## src/rtl/seven_segment_scanner.sv

```systemverilog
// seven_segment_scanner: snapshots the 8-digit display_code bus once per frame and scans it onto a
// multiplexed common-anode display with per-slot blanking; DISPLAY_DIM_EN adds a brightness duty control.
module seven_segment_scanner #(
  parameter int DIGIT_CYCLES   = 12500,
  parameter int BLANK_CYCLES   = 64,
  parameter bit SEG_ACTIVE_LOW = 1'b1,
  parameter bit AN_ACTIVE_LOW  = 1'b1
) (
  input  logic        clock,
  input  logic        reset_n,
  input  logic [47:0] display_code,
`ifdef DISPLAY_DIM_EN
  input  logic [2:0]  brightness,
`endif
  output logic [7:0]  seg,
  output logic [7:0]  an,
  output logic        frame_start
);
  localparam int CW = $clog2(DIGIT_CYCLES);
  localparam logic [CW-1:0] LAST = CW'(DIGIT_CYCLES - 1);
  localparam logic [CW-1:0] BLANK = CW'(BLANK_CYCLES);
  localparam logic [7:0] SEG_OFF = SEG_ACTIVE_LOW ? 8'hFF : 8'h00;
  localparam logic [7:0] AN_OFF = AN_ACTIVE_LOW ? 8'hFF : 8'h00;

  logic [CW-1:0]   r_cnt;
  logic [2:0]      r_idx;
  logic [7:0][5:0] r_buf;
  logic [7:0]      r_seg, r_an;
  logic            r_fs;
  logic            w_wrap, w_snap, w_drive;
  logic [7:0]      w_pat;

  function automatic logic [7:0] decode(input logic [5:0] c);
    case (c)
      6'h00: decode = 8'h3F;
      6'h01: decode = 8'h06;
      6'h02: decode = 8'h5B;
      6'h03: decode = 8'h4F;
      6'h04: decode = 8'h66;
      6'h05: decode = 8'h6D;
      6'h06: decode = 8'h7D;
      6'h07: decode = 8'h07;
      6'h08: decode = 8'h7F;
      6'h09: decode = 8'h6F;
      6'h0A: decode = 8'h77;
      6'h0B: decode = 8'h38;
      6'h0C: decode = 8'h40;
      default: decode = 8'h00;
    endcase
  endfunction

  assign w_wrap = r_cnt == LAST;
  assign w_snap = w_wrap && r_idx == 3'd7;
  assign w_pat  = decode(r_buf[r_idx]);

`ifdef DISPLAY_DIM_EN
  localparam logic [31:0] SPAN = 32'(DIGIT_CYCLES - BLANK_CYCLES);
  logic [2:0]  r_bright;
  logic [31:0] w_lim, w_on;
  assign w_lim = (SPAN * (32'(r_bright) + 32'd1)) >> 3;
  // the shortest duty still lights the digit for one cycle
  assign w_on = (w_lim == 32'd0) ? 32'd1 : w_lim;
  assign w_drive = r_cnt >= BLANK && (32'(r_cnt) - 32'(BLANK)) < w_on;
  always_ff @(posedge clock or negedge reset_n)
    if (!reset_n) r_bright <= 3'd7;
    else if (w_snap) r_bright <= brightness;
`else
  assign w_drive = r_cnt >= BLANK;
`endif

  always_ff @(posedge clock or negedge reset_n) begin
    if (!reset_n) begin
      r_cnt <= '0;
      r_idx <= '0;
      r_buf <= {8{6'h3F}};
      r_fs  <= 1'b0;
      r_an  <= AN_OFF;
      r_seg <= SEG_OFF;
    end else begin
      r_cnt <= w_wrap ? '0 : r_cnt + 1'b1;
      r_idx <= w_wrap ? r_idx + 3'd1 : r_idx;
      if (w_snap) r_buf <= display_code;
      r_fs  <= r_cnt == '0 && r_idx == '0;
      r_an  <= w_drive ? AN_OFF ^ (8'd1 << r_idx) : AN_OFF;
      r_seg <= w_drive ? SEG_OFF ^ w_pat : SEG_OFF;
    end
  end

  assign seg         = r_seg;
  assign an          = r_an;
  assign frame_start = r_fs;
endmodule
```

## config.mk

```make
export PLATFORM = sky130hd
export DESIGN_NAME = seven_segment_scanner
export DESIGN_NICKNAME = d
export VERILOG_FILES = /design/src/rtl/seven_segment_scanner.sv
export SDC_FILE = /design/constraint.sdc
export NUM_CORES = 1
export LEC_CHECK = 0
export BUFFER_PORTS_ARGS = -buffer_cell sky130_fd_sc_hd__buf_2
export CORE_ASPECT_RATIO = 2
export CORE_MARGIN = 2
export CORE_UTILIZATION = 40
export CTS_BUF_LIST = sky130_fd_sc_hd__clkbuf_4
export DETAILED_ROUTE_END_ITERATION = 6
export HOLD_SLACK_MARGIN = 0.1
export SLEW_MARGIN = 15
export SYNTH_ARGS = -nofsm -noshare
export SYNTH_HDL_FRONTEND = slang
export SYNTH_SLANG_ARGS = --single-unit
```

## constraint.sdc

```tcl
create_clock -name clock -period 2.6 [get_ports clock]
set_input_delay 0.52 -clock clock [delete_from_list [all_inputs] [get_ports clock]]
set_output_delay 0.52 -clock clock [all_outputs]
set_load 0.05 [all_outputs]
```

# Yosys cells after proc, flatten, opt, wreduce, memory -nomap -nowiden
# Memories as Yosys holds them, arrays and structs flattened.
# Index checks and enable logic that the tools add are counted.
word_totals:
  reg_bits: 82
  romBits: 112
  in_bits: 50
  word_cells: 34
  memories: 1
mem_list:
  columns: ["memory", "depth", "word_bits", "rd", "rd_clocked_by_memory_dff", "wr", "line_no", "source"]
  rows:
  - ["(name not given)", 16, 7, 1, 0, 0, "34", "case (c)"]
classes:
  add_sub_neg: 2
  magnitude_cmp: 2
  eq_ne: 2
  n_shift: 1
  n_mux: 6
  bitwise: 2
  reduce_logical: 5
ops:
  columns: ["op", "n"]
  rows:
  - ["2-to-1 mux 8 bit", 3]
  - ["binary-select mux 6 bit (select 3 bit)", 1]
  - ["inverter 8 bit", 2]
  - ["adder 14 x 1 -> 14 bit, second input constant", 1]
  - ["== test 14 bit, second input constant", 1]
  - [">= comparator 14 x 7 -> 1 bit, second input constant", 1]
  - ["zero test 14 bit", 1]
  - ["2-to-1 mux 14 bit", 1]
  - ["left shift 1 x 3 -> 8 bit, first input constant", 1]
  - ["2-to-1 mux 6 bit", 1]
  - ["less-than comparator 3 x 4 -> 1 bit, second input constant", 1]
  - ["adder 3 x 1 -> 3 bit, second input constant", 1]
  - ["== test 3 bit, second input constant", 1]
  - ["zero test 3 bit", 1]
  - ["logical AND 1 bit", 2]
  - ["zero test 2 bit", 1]

# Depth between registers and ports, before layout
depth:
  ltp_word: 6
  ltp_mapped: 10
  depth_no_buf: 8

# Least setup slack after synthesis
# OpenSTA, ideal clock, no wires.
synth_path:
  path_kind: "register -> register"
  start: "register r_idx[0]"
  end: "register r_seg[0], in the netlist seg[0]"
  setup_time_ns: 0.097
  arrival_time_ns: 2.496
  required_ns: 2.503
  slack_ns: 0.007
  path_stages_with_launch: 10
  cell_sequence: "dfrtp_1 > buf_2 > clkbuf_1 > mux4_2 > mux2i_1 > inv_1 > ha_1 > mux2_2 > nor2_1 > o21ai_0"
synth_between:
  elab_chain_len: 6
  elab_cells_between_ends: 7
  cone_classes: "mux: 4; bitwise: 1; reduce/logical: 1; memory: 1"
synth_lines:
  columns: ["item", "line_no", "source"]
  rows:
  - ["start: declaration", "26", "logic [2:0] r_idx;"]
  - ["start signal: assignment", "81", "r_idx <= w_wrap ? r_idx + 3'd1 : r_idx;"]
  - ["binary-select mux 6 bit (select 3 bit) *", "54", "assign w_pat = decode(r_buf[r_idx]);"]
  - ["2-to-1 mux 6 bit (implied by the code) *", "54", null]
  - ["memory (16 x 7 bit) / zero test 2 bit (equally long branches)", null, null]
  - ["2-to-1 mux 8 bit *", "34", null]
  - ["inverter 8 bit (no line) *", null, null]
  - ["2-to-1 mux 8 bit *", "85", "r_seg <= w_drive ? SEG_OFF ^ w_pat : SEG_OFF;"]
  - ["end signal: assignment", "85", null]
  - ["end: declaration", "28", "logic [7:0] r_seg, r_an;"]
# Every way passes the cells marked *; elsewhere a longest branch is shown, timed or not. The select of a mux whose other input is x is not followed.
# A chain may end at the register's enable or synchronous reset.

# Worst setup path after layout
layout_path:
  start: "register r_idx[0]"
  end: "register r_seg[5], in the netlist seg[5]"
# Same word-level chain as after synthesis.

==> flow_metrics.py <==
metrics = {
    "run_status": {
        "status": "finished clean",
    },
    "sta": {
        "max_freq_mhz": 431,
        "fin_skew_ps": 17.9,
        "grt_setup_unrepaired": "no",
        "period_needed_ps": 2320,
        "hold_viol_final": 0,
        "setup-violations-final": 0,
        "timing.hold.ws_ps": 141,
        "tightest_slew_ps": 709,
        "slew_viol_final": 0,
        "slew_headroom": 0.527,
        "finalCritPeriodShare": 0.893,
        "tns_ps": 0,
    },
    "synthesis": {
        "synth_top_family_by_area": "multiplexers",
        "yosys_warnings": 0,
        "syn_nets": 343,
        "netlist_area_mm2": 0.00382,
        "yosys.cell_types.count": 35,
        "synth-simple-area-share": 0.0839,
        "synth_seq_cells": 81,
        "synth_adder_area_share": 0.0459,
        "postSynthAreaPerCell_um2": 13.7,
        "synthMuxAreaShare": 0.235,
        "synth_compound_area_frac": 0.0279,
        "synth_xor_area_frac": 0.0275,
        "netlist_instances": 279,
        "seq_area_frac_synth": 0.552,
    },
    "final_layout": {
        "multi_input_area_mm2": 0.00161,
        "nNetsFinal": 416,
        "seqCellArea_mm2": 0.00211,
        "final_area_mm2": 0.00442,
        "fin_cells": 462,
        "layout-drive-gt1-share": 0.608,
        "fillers": 857,
        "syn_to_final_growth_pct": 15.8,
    },
    "clock_tree": {
        "cts_setup_buffers": 0,
        "post_cts_resized": 0,
        "root_buffer": "clkbuf_4",
        "worstSkewPairLatency_ps": 430,
        "clk_pin_slew_ps": 140,
        "htree_levels": 3,
        "clockBufferDepth": 2,
        "postCtsHoldBufs": 0,
        "numCtsBuffers": 9,
        "clock_sinks": 81,
        "cts_tree": "done",
    },
    "floorplanning": {
        "die-area_mm2": 0.0104,
        "rows": 50,
        "die_y_um": 142,
        "pin_count": 67,
        "coreArea_mm2": 0.00932,
        "die_w_um": 73.1,
        "initial_core_util": 0.410,
    },
    "global_routing": {
        "grt.overflow.total": 0,
        "antenna_found_initial": 1,
        "grt_pass1_wl_um": 12300,
        "globalRouteTotalUtil": 0.162,
        "grt_max_degree": 57,
        "grt_pass1_vias": 2474,
    },
    "worst_setup_path": {
        "crit_required_ps": 2940,
        "crit_path_start_kind": "register",
        "slowest_stage": "dfrtp_1",
        "cp.arrival_ps": 2660,
        "critPathCaptureType": "register",
        "crit_chain": "buf_4 -> mux4_2 -> mux2_2 -> or2_2 -> o21ai_0 -> nand2_1",
        "path_max_fanout": 11,
        "criticalPathCategory": "register to register",
        "cp_slowest_stage_delay_ps": 620,
    },
    "job": {
        "drv_cap": 0,
    },
    "place": {
        "port_buffers": 65,
        "place_area_mm2": 0.00428,
        "place.gp.congestion": 0.734,
        "dp_cells": 445,
        "dp_hpwl_um": 5800,
    },
    "detailed_routing": {
        "vias_per_cell": 5.11,
        "drtIter0Drc": 36,
        "routedWlPerCell_um": 16.7,
        "drt_wl_total_um": 7700,
        "vias": 2359,
        "antenna_left": 0,
        "first_pass_iters": 4,
        "drc": 0,
    },
    "power": {
        "p_total_w": 0.00225,
        "power_leakage_nw": 1.93,
        "power_density_mw_per_mm2": 510,
        "worst_ir_drop_vdd_mv": 0.336,
    },
    "worst_hold_path": {
        "hold_class": "primary input to async pin",
    },
}
## metal layers
metal | GRT usage | vias up | wire length, um
met2 | 0.300 | 42 | 4650
met1 | 0.162 | 1199 | 2640
li1 | - | 1108 | -
met5 | 0 | - | 0
met3 | 0.0390 | 10 | 215
met4 | 0.0760 | 0 | 187
## power breakdown
group	switching [W]	internal (W)	leakage [nW]	total, W
clock network	0.000444	0.000292	0.0719	0.000736
logic	0.0000727	0.0000913	0.955	0.000164
registers	0.0000233	0.00133	0.900	0.00135
total	0.000540	0.00171	1.93	0.00225
## critical path: cells and delay by family, from the launching register on
family | cells | cell delay (ps)
AOI/OAI and AO/OA | 1 | 150
muxes | 2 | 870
buffers and inverters | 1 | 230
and+or+nand+nor | 2 | 370
DFF | 1 | 620
## placed cells by master, fill, tap and decap left out, types with 8 or more instances in the layout
cell type	instances
buf_2	64
dfstp_2	63
mux2_2	31
mux2_4	20
nor2_1	19
nand2_1	18
dfrtp_1	18
ha_1	14
inv_1	9
mux4_2	9
o21ai_0	9
nand3_1	9
clkbuf_4	9
buf_4	8
## synth_stat cells, drive strengths merged
library cell   n  area (um2)
inv           10        37.5
o22ai          3        18.8
or4            1        11.3
dfstp         63        1660
o21ai          9        45.0
dfrtp         18         450
nand4b         1        8.76
mux2i          4        43.8
nand3          9        45.0
and3           1        6.26
or2            2        12.5
nor2b          1        6.26
conb           1        3.75
nor3           7        35.0
mux4           9         203
clkbuf         4        15.0
xor2           7        61.3
ha            14         175
or3            1        6.26
a21boi         1        7.51
a21oi          7        35.0
buf            7        52.5
nand2b         1        6.26
nand4          2        12.5
nor4           2        27.5
nand2         19        71.3
mux2          51         649
xnor2          5        43.8
nor2          19        71.3
## path summary, 6_finish.rpt
| kind | from | endpoint | slack [ps] | cells past startpoint |
|---|---|---|---|---|
| hold reg to reg | r_cnt[5]$_DFF_PN0_ | r_cnt[5]$_DFF_PN0_ | 500 | 1 |
| max in group asynchronous | reset_n | r_buf[45]$_DFFE_PN1P_ | 1820 | 2 |
| setup / recovery | r_idx[0]$_DFFE_PN0N_ | seg[5]$_DFF_PN1_ | 280 | 6 |
| setup reg to reg | r_idx[0]$_DFFE_PN0N_ | seg[5]$_DFF_PN1_ | 280 | 6 |
| min in group clock | display_code[10] | r_buf[10]$_DFFE_PN1P_ | 310 | 2 |
| hold / removal | reset_n | r_idx[1]$_DFFE_PN0N_ | 140 | 1 |
## registers in the layout, indices dropped and copies added (netlist names)
name and flops:
seg 7, frame_start 1, r_idx 3, an 8, r_cnt 14, r_buf 48
## through the flow
step,setup WS [ps],util
after floorplan,6.96,-
after global placement,340,0.459
after detailed placement,295,0.459
after CTS,263,0.474
after global routing,135,0.474
final,279,0.474
## kinds of logic after synthesis
logic type	Yosys count
flip-flops	81
AND/OR/NAND/NOR	66
multiplexers	64
buffers and inverters	21
AO/OA/AOI/OAI	20
adder cells (fa/ha/maj)	14
XOR/XNOR	12
other	1
## layout make-up
type | instances | share of cell area
diodes | 1 | 0.000566
clock buffers | 9 | 0.0153
clock inverters | 7 | 0.0156
inverters | 10 | 0.00849
multi-input cells | 177 | 0.364
flip-flops and latches | 81 | 0.476
well taps | 104 | 0.0294
repair buffers | 73 | 0.0905
(Power assumes the default switching activity.)
